$ cat src/rtl/apb_regbank_if.sv
// APB4 bus bundle for the register-bank slave; the master side drives the request
// and the slave side returns the completion.
interface apb_regbank_if #(
    parameter int unsigned ADDR_WIDTH = 12,
    parameter int unsigned DATA_WIDTH = 32
);
    logic [ADDR_WIDTH-1:0]   PADDR;
    logic                    PSEL;
    logic                    PENABLE;
    logic                    PWRITE;
    logic [DATA_WIDTH-1:0]   PWDATA;
    logic [DATA_WIDTH/8-1:0] PSTRB;
    logic [DATA_WIDTH-1:0]   PRDATA;
    logic                    PREADY;
    logic                    PSLVERR;

    modport master (
        output PADDR, PSEL, PENABLE, PWRITE, PWDATA, PSTRB,
        input  PRDATA, PREADY, PSLVERR
    );

    modport slave (
        input  PADDR, PSEL, PENABLE, PWRITE, PWDATA, PSTRB,
        output PRDATA, PREADY, PSLVERR
    );
endinterface

$ cat src/rtl/apb_regbank_slave.sv
// APB4 register-bank slave: byte strobes, programmable wait states, read-only slots
// fed from ro_in, full error decode and abort on PSEL/PENABLE drop.
module apb_regbank_slave #(
    parameter int unsigned        DATA_WIDTH  = 32,
    parameter int unsigned        ADDR_WIDTH  = 12,
    parameter int unsigned        REG_NUM     = 8,
    parameter int unsigned        WAIT_STATES = 1,
    parameter logic [REG_NUM-1:0] RO_MASK     = '0
) (
    input  logic                          PCLK,
    input  logic                          PRESETn,
    apb_regbank_if.slave                  apb,
    input  logic [REG_NUM*DATA_WIDTH-1:0] ro_in,
    output logic [REG_NUM*DATA_WIDTH-1:0] reg_out
);
    localparam int unsigned NB = DATA_WIDTH / 8;
    localparam int unsigned IW = $clog2(REG_NUM);
    localparam logic [ADDR_WIDTH:0] ADDR_LIMIT = (ADDR_WIDTH+1)'(4 * REG_NUM);

    localparam logic [0:0] S_IDLE   = 1'b0;
    localparam logic [0:0] S_ACCESS = 1'b1;

    logic [0:0]            state;
    logic [3:0]            cnt;
    logic [ADDR_WIDTH-1:0] addr_q;
    logic                  write_q;
    logic [NB-1:0]         strb_q;
    logic [DATA_WIDTH-1:0] wdata_q;
    logic [DATA_WIDTH-1:0] regs     [REG_NUM];
    logic [DATA_WIDTH-1:0] ro_words [REG_NUM];

    logic [ADDR_WIDTH-1:0] dec_addr;
    logic                  dec_write;
    logic [IW-1:0]         dec_idx;
    logic                  dec_err;
    logic [DATA_WIDTH-1:0] dec_rdata;

    always_comb begin
        for (int unsigned i = 0; i < REG_NUM; i++) begin
            ro_words[i]                           = ro_in[i*DATA_WIDTH +: DATA_WIDTH];
            reg_out[i*DATA_WIDTH +: DATA_WIDTH]   = regs[i];
        end
    end

    // Decode uses the live bus in IDLE so a zero-wait setup can answer on its first edge.
    always_comb begin
        dec_addr  = (state == S_IDLE) ? apb.PADDR  : addr_q;
        dec_write = (state == S_IDLE) ? apb.PWRITE : write_q;
        dec_idx   = dec_addr[IW+1:2];
        dec_err   = (dec_addr[1:0] != 2'b00) || ({1'b0, dec_addr} >= ADDR_LIMIT)
                    || (dec_write && RO_MASK[dec_idx]);
        dec_rdata = '0;
        if (!dec_err && !dec_write)
            dec_rdata = RO_MASK[dec_idx] ? ro_words[dec_idx] : regs[dec_idx];
    end

    always_ff @(posedge PCLK or negedge PRESETn) begin
        if (!PRESETn) begin
            state       <= S_IDLE;
            cnt         <= '0;
            addr_q      <= '0;
            write_q     <= 1'b0;
            strb_q      <= '0;
            wdata_q     <= '0;
            apb.PRDATA  <= '0;
            apb.PREADY  <= 1'b0;
            apb.PSLVERR <= 1'b0;
            for (int unsigned i = 0; i < REG_NUM; i++)
                regs[i] <= '0;
        end else begin
            case (state)
                S_IDLE: begin
                    if (apb.PSEL && !apb.PENABLE) begin
                        addr_q  <= apb.PADDR;
                        write_q <= apb.PWRITE;
                        strb_q  <= apb.PSTRB;
                        wdata_q <= apb.PWDATA;
                        cnt     <= 4'(WAIT_STATES);
                        state   <= S_ACCESS;
                        if (WAIT_STATES == 0) begin
                            apb.PREADY  <= 1'b1;
                            apb.PRDATA  <= dec_rdata;
                            apb.PSLVERR <= dec_err;
                        end
                    end
                end
                S_ACCESS: begin
                    if (!apb.PSEL || !apb.PENABLE) begin
                        state       <= S_IDLE;
                        apb.PREADY  <= 1'b0;
                        apb.PSLVERR <= 1'b0;
                        apb.PRDATA  <= '0;
                    end else if (!apb.PREADY) begin
                        cnt <= cnt - 4'd1;
                        if (cnt == 4'd1) begin
                            apb.PREADY  <= 1'b1;
                            apb.PRDATA  <= dec_rdata;
                            apb.PSLVERR <= dec_err;
                        end
                    end else begin
                        if (write_q && !dec_err) begin
                            for (int unsigned b = 0; b < NB; b++)
                                if (strb_q[b])
                                    regs[dec_idx][b*8 +: 8] <= wdata_q[b*8 +: 8];
                        end
                        state       <= S_IDLE;
                        apb.PREADY  <= 1'b0;
                        apb.PSLVERR <= 1'b0;
                        apb.PRDATA  <= '0;
                    end
                end
                default: state <= S_IDLE;
            endcase
        end
    end
endmodule

$ cat src/flat_wrapper.sv
// flat-port wrapper written by rule: the top's interface ports become plain ports
module apb_regbank_slave_flat 
#(
    parameter int unsigned        DATA_WIDTH  = 32,
    parameter int unsigned        ADDR_WIDTH  = 12,
    parameter int unsigned        REG_NUM     = 8,
    parameter int unsigned        WAIT_STATES = 1,
    parameter logic [REG_NUM-1:0] RO_MASK     = '0
)
  (PCLK, PRESETn, ro_in, reg_out, apb_PADDR, apb_PSEL, apb_PENABLE, apb_PWRITE, apb_PWDATA, apb_PSTRB, apb_PRDATA, apb_PREADY, apb_PSLVERR);
  apb_regbank_if #(.ADDR_WIDTH(ADDR_WIDTH), .DATA_WIDTH(DATA_WIDTH)) apb_i ();
  input  logic PCLK;
  input  logic PRESETn;
  input  logic [REG_NUM*DATA_WIDTH-1:0] ro_in;
  output logic [REG_NUM*DATA_WIDTH-1:0] reg_out;
  input wire logic [$bits(apb_i.PADDR)-1:0] apb_PADDR;
  input wire logic [$bits(apb_i.PSEL)-1:0] apb_PSEL;
  input wire logic [$bits(apb_i.PENABLE)-1:0] apb_PENABLE;
  input wire logic [$bits(apb_i.PWRITE)-1:0] apb_PWRITE;
  input wire logic [$bits(apb_i.PWDATA)-1:0] apb_PWDATA;
  input wire logic [$bits(apb_i.PSTRB)-1:0] apb_PSTRB;
  output wire logic [$bits(apb_i.PRDATA)-1:0] apb_PRDATA;
  output wire logic [$bits(apb_i.PREADY)-1:0] apb_PREADY;
  output wire logic [$bits(apb_i.PSLVERR)-1:0] apb_PSLVERR;
  assign apb_i.PADDR = apb_PADDR;
  assign apb_i.PSEL = apb_PSEL;
  assign apb_i.PENABLE = apb_PENABLE;
  assign apb_i.PWRITE = apb_PWRITE;
  assign apb_i.PWDATA = apb_PWDATA;
  assign apb_i.PSTRB = apb_PSTRB;
  assign apb_PRDATA = apb_i.PRDATA;
  assign apb_PREADY = apb_i.PREADY;
  assign apb_PSLVERR = apb_i.PSLVERR;
  apb_regbank_slave #(.DATA_WIDTH(DATA_WIDTH), .ADDR_WIDTH(ADDR_WIDTH), .REG_NUM(REG_NUM), .WAIT_STATES(WAIT_STATES), .RO_MASK(RO_MASK)) u_core (.PCLK(PCLK), .PRESETn(PRESETn), .apb(apb_i), .ro_in(ro_in), .reg_out(reg_out));
endmodule
$ cat config.mk
export PLATFORM = sky130hd
export DESIGN_NAME = apb_regbank_slave_flat
export DESIGN_NICKNAME = d
export VERILOG_FILES = /design/src/rtl/apb_regbank_if.sv /design/src/rtl/apb_regbank_slave.sv /design/src/flat_wrapper.sv
export SDC_FILE = /design/constraint.sdc
export NUM_CORES = 1
export LEC_CHECK = 0
export BUFFER_PORTS_ARGS = -buffer_cell sky130_fd_sc_hd__clkbuf_2
export CORE_AREA = 2 2 231 233
export CTS_BUF_LIST = sky130_fd_sc_hd__clkbuf_8
export CTS_CLUSTER_DIAMETER = 120
export DETAILED_ROUTE_END_ITERATION = 8
export DIE_AREA = 0 0 233 235
export GPL_ROUTABILITY_DRIVEN = 0
export PLACE_DENSITY = 0.57
export SLEW_MARGIN = 30
export SYNTH_ARGS = -nofsm -noshare
export SYNTH_HDL_FRONTEND = slang
export SYNTH_SLANG_ARGS = --single-unit
$ cat constraint.sdc
create_clock -name PCLK -period 3.6 [get_ports PCLK]
set_input_delay 0.18 -clock PCLK [delete_from_list [all_inputs] [get_ports PCLK]]
set_output_delay 0.18 -clock PCLK [all_outputs]
set_load 0.03 [all_outputs]
==> results.md, run 1 <==
* Status: complete, no violations
* Top FF cell, synth: dfrtp_1
* P&R area growth vs syn at 31.2%
* Startpoint Class: flop
* H-Tree Depth at 2
* Largest net degree at the start of global routing at 96
* Headroom to the max-slew limit at 0.401
* CTS tree: yes
* Worst clock skew at just under 0.03 ns
* PortBufs at around 340
* TritonCTS sink count at around 340
* Hold Vio Cnt, Final at 0
* Worst r2r src: u_core.state
* Ports at about 600
* Final nets at 1908
* Chip Height at 235 um
* Post-cts resize count at 0
* Clock buffer depth at 3
* Site row count at 84
* Cell count after synthesis at 1117
* Core ar. at 52200 um^2
* Ant diodes at 0
* Initial antenna violation count at 1
* First-pass GRT wire length at approximately 86 mm
* Via/cell ratio at about 5.2
* Routed Wire Length at 59.4 mm
* Hold Crit Class: in -> reg
* Max Fclk at about 0.30 GHz
* Power Dens Cells at approximately 430 nW/um^2
* Yosys top cell area share at 0.560
* Cell Area, Synth at ~15000 um^2
* Setup Viol. Count Final at 0
* WL per Instance at 25.6 um
* CTS clk-pin slew, worst paths at ~0.06 ns
* Final ANT Viol Nets at 0
* Initial Util at 0.295
* Minimum clock period at around 3.3 ns
* Share of layout cells above drive strength 1 at 0.536
* Area leader, netlist: dfrtp_1
* #FFs+latches synth at between 300 and 400
* Vias in the first global route at between 10000 and 15000
* Sequential share of the synthesized area at 0.560
* Mean Syn Cell Area at 13.8 um^2
* Setup TNS at 0 ns
* Critical path endpoint category: flop
* Via count at 12000
* Gr usage total at 0.216
* Syn_nets at between 1000 and 1500
* CTS Root Cell: clkbuf_8
* MaxCap Viol Count at 0
* Netlist cell types at 49
* CTS Buf Count at 60
* Setup Fix Bufs, Post-CTS at 0
* CP startpoint: u_core.state
* Drt initial violations at 627
* Number of remaining DRC errors at 0
* Hold_sp: apb_PENABLE
* EDFF count, synth at 0
* Critical path data arrival time at 3.87 ns
* Post-synthesis async set-or-reset flop share at 1.00
* CP required at slightly above 4 ns
* DPL Wire Length at between 40 and 50 mm
* Die area at around 55000 um^2
* Final Max Slew Viols at 0
* Unrepaired setup endpoints after global routing: false
* Global route total overflow at 0
* Largest cells by area after synthesis: dfrtp_1 56%, mux2_2 23%, nor4_4 4.1%
* Setup CP Type: reg -> reg
* Clock Latency Late Sink at 0.67 ns
* Syn. warnings at 0
* Fin crit share at 0.924
* Die Wd at 233 um
* Tightest Pin Transition at between 0.8 and 0.9 ns
* FILL cells at 5073
* VDD IR max at 0.000255 V
* Final core utilization at 0.386
* Crit Path Max Fanout at 10
* Pleak at 10.0 nW
* Drt first pass iters at 5
area by class of cell:
type	instances	area (um^2)	area share
flip-flops and latches	344	8610	0.427
multi-input cells	712	6650	0.329
repair buffers	475	2950	0.146
clock buffers	70	963	0.0477
well taps	688	861	0.0427
clock inverters	30	134	0.00663
inverters	4	15.0	0.000744
repair_timing:
item,CTS,global route
setup endpoints to repair,0,0
hold buffers,52,0
hold endpoints to repair,142,0
registers in the layout, indices dropped and copies added, names as in the netlist, 4 cells and up:
| register | count |
|---|---|
| u_core.reg_out | 256 |
| u_core.apb.PRDATA | 32 |
| u_core.wdata_q | 32 |
| u_core.addr_q | 12 |
| u_core.cnt | 4 |
| u_core.strb_q | 4 |
stage by stage:
| step | instance area (um^2) | std cells | setup WS (ns) | hold slack (ns) | power [mW] |
|---|---|---|---|---|---|
| after floorplan | 15400 | 1117 | 0.799 | -0.116 | 4.72 |
| after CTS | 20200 | 2323 | 0.171 | 0.0137 | 8.83 |
| after detailed placement | 18500 | 2171 | 0.174 | 0.276 | 5.33 |
| after global placement | 18500 | 2171 | 0.212 | 0.263 | 5.31 |
| after global routing | 20200 | 2323 | 0.133 | 0.0810 | 9.09 |
| final | 20200 | 2323 | 0.275 | 0.0479 | 8.72 |
power by group:
part	switching (mW)	leakage, nW	internal [mW]
Combinational	0.703	4.66	0.382
Sequential	0.233	4.69	3.99
Clock	1.67	0.642	1.75
Total	2.61	10.0	6.11
metal layers:
metal	GRT usage	part of all wire
met5	0	0
met4	0.0818	0.034
met3	0.0483	0.066
met2	0.354	0.48
met1	0.277	0.42
cell families after synthesis:
logic type | count (synthesis) | share of synthesized area
AND/OR/NAND/NOR | 224 | 0.0988
buffers and inverters | 61 | 0.0157
AO/OA/AOI/OAI | 148 | 0.0720
XOR/XNOR | 2 | 0.00114
flip-flops | 344 | 0.560
adder cells (fa/ha/maj) | 2 | 0.00163
multiplexers | 336 | 0.251
layout by cell type (no fill, tap or decap), types with 26 or more instances in the layout:
master and n:
buf_4 73, clkbuf_2 341, clkbuf_8 70, dfrtp_1 344, dlygate4sd3_1 52, mux2_2 306, nand2_1 93, nor3_1 26
nor4_4 30, o22ai_1 28
path summary, 6_finish.rpt:
kind                       cells after the start  slack [ns]                   to
setup / recovery                               6        0.27  u_core.reg_out[249]
hold / removal                                 5        0.05        u_core.cnt[3]
min in group asynchronous                      2        0.12   u_core.wdata_q[14]
setup reg to reg                               6        0.27  u_core.reg_out[249]
max in group asynchronous                      3        2.40   u_core.reg_out[65]
hold reg to reg                                1        0.50     u_core.addr_q[0]
worst max-delay path, stage by stage (launching register included):
cell	delay, ns
dfrtp_1	0.67
or4b_1	0.54
nor4_4	0.51
o21ai_4	0.29
nor4_4	0.57
buf_4	0.26
mux2_2	0.35
synth_stat cells (14+ instances only):
cell type and instances:
a32o_1 24, clkbuf_1 41, dfrtp_1 344, mux2_2 308
mux2i_1 14, nand2_1 94, nand3_1 25, nor2_1 20
nor3_1 26, nor4_4 30, o21ai_0 23, o221ai_1 17
o22ai_1 28
(Power assumes the default switching activity.)
==> run 2, diff against run 1 <==
--- a/config.mk
+++ b/config.mk
@@ -6,13 +6,13 @@
 export NUM_CORES = 1
 export LEC_CHECK = 0
 export BUFFER_PORTS_ARGS = -buffer_cell sky130_fd_sc_hd__clkbuf_2
-export CORE_AREA = 2 2 231 233
-export CTS_BUF_LIST = sky130_fd_sc_hd__clkbuf_8
+export CORE_AREA = 3 3 232 234
 export CTS_CLUSTER_DIAMETER = 120
 export DETAILED_ROUTE_END_ITERATION = 8
-export DIE_AREA = 0 0 233 235
+export DIE_AREA = 0 0 235 237
 export GPL_ROUTABILITY_DRIVEN = 0
 export PLACE_DENSITY = 0.57
+export SETUP_SLACK_MARGIN = 0.3
 export SLEW_MARGIN = 30
 export SYNTH_ARGS = -nofsm -noshare
 export SYNTH_HDL_FRONTEND = slang
==> results.md, run 2 (synthesis results as in run 1) <==
* Drt initial violations at 679 (was 627)
* Startpoint Class: flop (unchanged)
* CP most frequent cell: nor4_4 (unchanged)
* Fin crit share at 0.864 (was 0.924)
* CTS Root Cell: clkbuf_16 (was clkbuf_8)
* FILL cells at 5045 (was 5073)
* Drt first pass iters at 5 (unchanged)
* Unrepaired setup endpoints after global routing: false (unchanged)
* TritonCTS sink count at 344 (unchanged)
* Number of remaining DRC errors at 0 (unchanged)
* CTS clk-pin slew, worst paths at 0.06 ns (about the same)
* Commonest non-fill, non-tap cell in the layout: dfrtp_1 (unchanged)
* Final Max Slew Viols at 0 (unchanged)
* Via/cell ratio at 5.12 (was 5.16)
* Routed Wire Length at 59.4 mm (about the same)
* Setup CP Type: reg -> reg (unchanged)
* Pre-CTS setup slack at 0.423 ns (was 0.174 ns)
* MaxCap Viol Count at 0 (unchanged)
* Setup Viol. Count Final at 0 (unchanged)
* Sw Ratio at 0.275 (was 0.299)
* Power Dens Cells at 465 nW/um^2 (was 432 nW/um^2)
* CTS Buf Count at 41 (was 60)
* Clk pwr share at 0.441 (was 0.392)
* Setup TNS at 0 ns (unchanged)
* Hold Vio Cnt, Final at 0 (unchanged)
* P&R area growth vs syn at 32.1% (was 31.2%)
* Placed instance count at 2170 (was 2171)
* Max reg flops at 256 (unchanged)
* CP max stage delay at 0.57 ns (was 0.67 ns)
* WL per Instance at 26.0 um (was 25.6 um)
* Largest net degree at the start of global routing at 104 (was 96)
* Initial antenna violation count at 1 (unchanged)
* Tightest Pin Transition at 0.997 ns (was 0.898 ns)
* PortBufs at 342 (unchanged)
* Final ANT Viol Nets at 0 (unchanged)
* CTS tree: yes (unchanged)
* Global route total overflow at 0 (unchanged)
* Crit-path leading delay family: simple AND/OR/NAND/NOR gates (unchanged)
* Hold Crit Class: in -> reg (unchanged)
* Setup Fix Bufs, Post-CTS at 0 (unchanged)
* Minimum clock period at 3.11 ns (was 3.33 ns)
* Share of layout cells above drive strength 1 at 0.532 (was 0.536)
* Critical path data arrival time at 3.56 ns (was 3.87 ns)
* Gr usage total at 0.209 (was 0.216)
* Ports at 599 (unchanged)
* Chip Height at 237 um (was 235 um)
* Clock buffer depth at 3 (unchanged)
* Net Sw Power at 2.60 mW (was 2.61 mW)
* Clock Latency Late Sink at 0.57 ns (was 0.67 ns)
* Comb pwr share at 0.113 (was 0.124)
* Sequential Power Share at 0.446 (was 0.484)
* Headroom to the max-slew limit at 0.335 (was 0.401)
* Critical path cell sequence: or4_1 > nor4_4 > o21ai_4 > nor4_4 > buf_4 > mux2_2 (was or4b_1 > nor4_4 > o21ai_4 > nor4_4 > buf_4 > mux2_2)
* Worst setup margin at 0.488 ns (was 0.275 ns)
* Critical-path top delay cell: nor4_4 (was dfrtp_1)
* CP required at 4.05 ns (was 4.15 ns)
* Die area at 55700 um^2 (was 54800 um^2)
* VDD IR max at 0.000316 V (was 0.000255 V)
* Worst clock skew at 0.0115 ns (was 0.0291 ns)
* Initial Util at 0.295 (unchanged)
* Pleak at 9.97 nW (was 10.0 nW)
* Power Internal at 6.85 mW (was 6.11 mW)
* Ant diodes at 0 (unchanged)
* Max Fclk at 0.321 GHz (was 0.301 GHz)
* Status: complete, no violations (unchanged)
* Final core utilization at 0.389 (was 0.386)
* DPL Wire Length at 41.7 mm (was 41.4 mm)
* Via count at 11700 (was 12000)
* Vias in the first global route at 12400 (was 12500)
* Die Wd at 235 um (was 233 um)
* H-Tree Depth at 2 (unchanged)
* Post-route insts no fill at 2290 (was 2323)
* First-pass GRT wire length at 86.5 mm (about the same)
* Critical path endpoint category: flop (unchanged)
* Crit Path Max Fanout at 8 (was 10)
* Total design power at 9.45 mW (was 8.72 mW)
* Commonest cells after routing, fill and taps aside: 344 x dfrtp_1, 341 x clkbuf_2, 306 x mux2_2, 93 x nand2_1, 77 x buf_4 (was 344 x dfrtp_1, 341 x clkbuf_2, 306 x mux2_2, 93 x nand2_1, 73 x buf_4)
* Core ar. at 52200 um^2 (unchanged)
* Site row count at 84 (unchanged)
* Final nets at 1887 (was 1908)
* Buf/Inv on CP at 1 (unchanged)
## run 2: cell types whose count changed in the layout (fill, tap and decap cells not counted), sizes merged
cell and change:
clkinv -4, clkbuf -12, clkinvlp -1, dlygate4sd3 -1, bufinv +4, buf -1
inv -18
## run 2: repair_timing
item | 4_1_cts | 5_1_grt
hold buffers | 51 | 0
hold endpoints to repair | 149 | 0
resized for setup | 0 | 1
setup endpoints to repair | 0 | 1
## run 2: area by class of cell
class | instances | area, um^2 | share of cell area
flip-flops and latches | 344 | 8610 | 0.424
multi-input cells | 712 | 6660 | 0.328
repair buffers | 473 | 2860 | 0.141
clock buffers | 58 | 1140 | 0.0561
well taps | 688 | 861 | 0.0424
clock inverters | 11 | 180 | 0.00886
inverters | 4 | 15.0 | 0.000739
## run 2: path summary, 6_finish.rpt
check                           cells after the start  slack (ns)                    end                  start
worst max-delay path                                6        0.49    u_core.reg_out[220]           u_core.state
worst min-delay path                                2        0.09       u_core.addr_q[4]           apb_PADDR[4]
worst max register to register                      6        0.49    u_core.reg_out[220]           u_core.state
worst min register to register                      1        0.49  u_core.apb.PRDATA[31]  u_core.apb.PRDATA[31]
max in group asynchronous                           3        2.28      u_core.addr_q[10]                PRESETn
min in group asynchronous                           2        0.26    u_core.reg_out[109]                PRESETn
## run 2: power groups by stage
stage / logic [mW] / clock network, mW / registers, mW
6_report: 1.07 / 4.17 / 4.21
5_1_grt: 1.16 / 4.42 / 4.24
4_1_cts: 1.09 / 4.29 / 4.21
3_5_place_dp: 1.04 / 0 / 4.27
3_3_place_gp: 1.02 / 0 / 4.27
2_1_floorplan: 0.536 / 0 / 4.19
## run 2: layer usage
layer | global-route usage | part of all wire | up-vias
li1 | - | - | 5137
met1 | 0.268 | 0.42 | 6102
met2 | 0.344 | 0.48 | 387
met3 | 0.0524 | 0.068 | 101
met4 | 0.0774 | 0.033 | 2
met5 | 0 | 0.00019 | -
## run 2: per-stage QoR
step | hold slack (ns) | cell area [um^2]
CTS | 0.0512 | 20300
global route | 0.0996 | 20300
finish | 0.0887 | 20300
floorplan | -0.116 | 15400
detailed placement | 0.308 | 18500
global placement | 0.308 | 18500
==> run 3, diff against run 2 <==
--- a/config.mk
+++ b/config.mk
@@ -6,12 +6,13 @@
 export NUM_CORES = 1
 export LEC_CHECK = 0
 export BUFFER_PORTS_ARGS = -buffer_cell sky130_fd_sc_hd__clkbuf_2
-export CORE_AREA = 3 3 232 234
+export CORE_AREA = 2 2 231 233
 export CTS_CLUSTER_DIAMETER = 120
 export DETAILED_ROUTE_END_ITERATION = 8
-export DIE_AREA = 0 0 235 237
+export DIE_AREA = 0 0 233 235
 export GPL_ROUTABILITY_DRIVEN = 0
 export PLACE_DENSITY = 0.57
+export RECOVER_POWER = 25
 export SETUP_SLACK_MARGIN = 0.3
 export SLEW_MARGIN = 30
 export SYNTH_ARGS = -nofsm -noshare
==> results.md, run 3 (synthesis results as in run 1) <==
* WL per Instance at 25.8 um (was 26.0 um)
* Die Wd at 233 um (was 235 um)
* Die area at 54800 um^2 (was 55700 um^2)
* Buf/Inv on CP at 1 (unchanged)
* Pleak at 9.87 nW (was 9.97 nW)
* P&R area growth vs syn at 32.0% (was 32.1%)
* Max reg flops at 256 (unchanged)
* Setup Viol. Count Final at 0 (unchanged)
* Crit Path Max Fanout at 10 (was 8)
* Gr usage total at 0.215 (was 0.209)
* PortBufs at 342 (unchanged)
* Final Max Slew Viols at 94 (was 0)
* Minimum clock period at 3.16 ns (was 3.11 ns)
* Setup CP Type: reg -> reg (unchanged)
* Comb pwr share at 0.116 (was 0.113)
* CTS Root Cell: clkbuf_16 (unchanged)
* Critical path endpoint category: flop (unchanged)
* Headroom to the max-slew limit at -0.688 (was 0.335)
* Core ar. at 52200 um^2 (unchanged)
* Ant diodes at 0 (unchanged)
* Critical-path top delay cell: nor2_2 (was nor4_4)
* Via count at 11900 (was 11700)
* TritonCTS sink count at 344 (unchanged)
* Share of layout cells above drive strength 1 at 0.517 (was 0.532)
* Global route total overflow at 0 (unchanged)
* Hold Crit Class: in -> reg (unchanged)
* Tightest Pin Transition at 2.53 ns (was 0.997 ns)
* Cell count along the critical path at 6 (unchanged)
* CP required at 4.03 ns (was 4.05 ns)
* DPL Wire Length at 41.4 mm (was 41.7 mm)
* Unrepaired setup endpoints after global routing: false (unchanged)
* Vias in the first global route at 12300 (was 12400)
* CTS tree: yes (unchanged)
* Clk pwr share at 0.431 (was 0.441)
* Largest net degree at the start of global routing at 96 (was 104)
* Final core utilization at 0.389 (about the same)
* Final ANT Viol Nets at 0 (unchanged)
* Routed Wire Length at 59.3 mm (was 59.4 mm)
* Failing checks: capacitance limit, slew limit
* Clock buffer depth at 3 (unchanged)
* Register area at 8610 um^2 (about the same)
* Setup TNS at 0 ns (unchanged)
* Initial Util at 0.295 (unchanged)
* Sw Ratio at 0.281 (was 0.275)
* First-pass GRT wire length at 86.0 mm (was 86.5 mm)
* Fin crit share at 0.878 (was 0.864)
* VDD IR max at 0.000375 V (was 0.000316 V)
* Site row count at 84 (unchanged)
* Critical path cell sequence: or4b_1 > nor4_4 > buf_4 > o21ai_2 > nor2_2 > mux2_2 (was or4_1 > nor4_4 > o21ai_4 > nor4_4 > buf_4 > mux2_2)
* Power Dens Cells at 459 nW/um^2 (was 465 nW/um^2)
* MaxCap Viol Count at 1 (was 0)
* Hold Vio Cnt, Final at 0 (unchanged)
* Status: finished, violations left (was complete, no violations)
* Initial antenna violation count at 1 (unchanged)
* Sequential Power Share at 0.453 (was 0.446)
* CTS Buf Count at 41 (unchanged)
* Area of the multi-input gates at 6650 um^2 (was 6660 um^2)
* Clock Latency Late Sink at 0.57 ns (about the same)
* Final nets at 1889 (was 1887)
* Via/cell ratio at 5.19 (was 5.12)
* Worst clock skew at 0.0232 ns (was 0.0115 ns)
* Power Internal at 6.70 mW (was 6.85 mW)
* FILL cells at 5045 (unchanged)
* Worst reg2reg path depth at 6 (unchanged)
* Startpoint Class: flop (unchanged)
* Chip Height at 235 um (was 237 um)
* Net Sw Power at 2.62 mW (was 2.60 mW)
* CP max stage delay at 0.57 ns (about the same)
* Number of remaining DRC errors at 0 (unchanged)
* Max Fclk at 0.316 GHz (was 0.321 GHz)
* Hold Path Stages at 3 (was 2)
* CTS clk-pin slew, worst paths at 0.06 ns (about the same)
* H-Tree Depth at 2 (unchanged)
* Critical path data arrival time at 3.60 ns (was 3.56 ns)
* Drt first pass iters at 5 (unchanged)
* Crit-path leading delay family: simple AND/OR/NAND/NOR gates (unchanged)
* Drt initial violations at 693 (was 679)
* Commonest non-fill, non-tap cell in the layout: dfrtp_1 (unchanged)
* Commonest cells after routing, fill and taps aside: 343 x dfrtp_1, 312 x clkbuf_2, 306 x mux2_2, 93 x nand2_1, 72 x buf_4 (was 344 x dfrtp_1, 341 x clkbuf_2, 306 x mux2_2, 93 x nand2_1, 77 x buf_4)
* Ports at 599 (unchanged)
-- run 3: cell count changes in the layout (fill, tap and decap cells not counted), moves of 3 or more --
cell | previous run | this run
bufinv_16 | 4 | 1
buf_4 | 77 | 72
clkbuf_1 | 12 | 40
clkinv_2 | 3 | 8
clkbuf_2 | 341 | 312
buf_12 | 2 | 8
-- run 3: what timing repair did --
item | in CTS | in global routing
hold endpoints to repair | 140 | 0
pin swaps | 2 | 0
gates resized for setup | 0 | 1
setup buffers | 1 | 0
endpoints found under the setup margin | 10 | 72
hold buffers | 51 | 0
-- run 3: worst min-delay path, delay by kind of cell --
family / cells / cell delay [ns]
AO/OA/AOI/OAI: 1 / 0.10
AND/OR/NAND/NOR: 1 / 0.14
buffers and inverters: 1 / 0.11
-- run 3: cell type report --
cell class / count / area share
sequential: 344 / 0.424
multi-input combinational: 712 / 0.327
timing repair buffer: 475 / 0.142
clock buffer: 56 / 0.0573
tap: 688 / 0.0424
clock inverter: 14 / 0.00579
inverter: 4 / 0.000739
-- run 3: worst paths after layout --
| path | end | startpoint | slack, ns |
|---|---|---|---|
| min in group asynchronous | u_core.reg_out[174] | PRESETn | 0.92 |
| worst max-delay path | u_core.reg_out[149] | u_core.state | 0.44 |
| worst min register to register | u_core.apb.PRDATA[14] | u_core.apb.PRDATA[14] | 0.49 |
| worst min-delay path | u_core.cnt[1] | apb_PENABLE | 0.03 |
| max in group asynchronous | u_core.reg_out[202] | PRESETn | 0.88 |
| worst max register to register | u_core.reg_out[149] | u_core.state | 0.44 |
-- run 3: power by group through the flow --
stage	combinational, mW	clock, mW	sequential (mW)
floorplan	0.536	0	4.19
global placement	1.04	0	4.27
detailed placement	1.05	0	4.28
CTS	1.10	4.11	4.21
global route	1.16	4.28	4.24
finish	1.08	4.01	4.22
-- run 3: per-stage QoR --
stage	instances	area (um^2)	hold slack [ns]	worst slack, ns	power, mW
after floorplan	1117	15400	-0.116	0.799	4.72
after global placement	2171	18500	0.263	0.212	5.31
after detailed placement	2171	18500	0.276	0.174	5.33
after CTS	2293	20300	0.00441	0.306	9.42
after global routing	2293	20300	0.0670	0.333	9.68
final	2293	20300	0.0338	0.438	9.31
-- run 3: routing by layer --
metal	up-vias	part of all wire	track usage
met2	426	0.49	0.359
met5	-	0	0
met3	98	0.062	0.0448
met1	6221	0.42	0.279
met4	0	0.028	0.0687
li1	5145	-	-
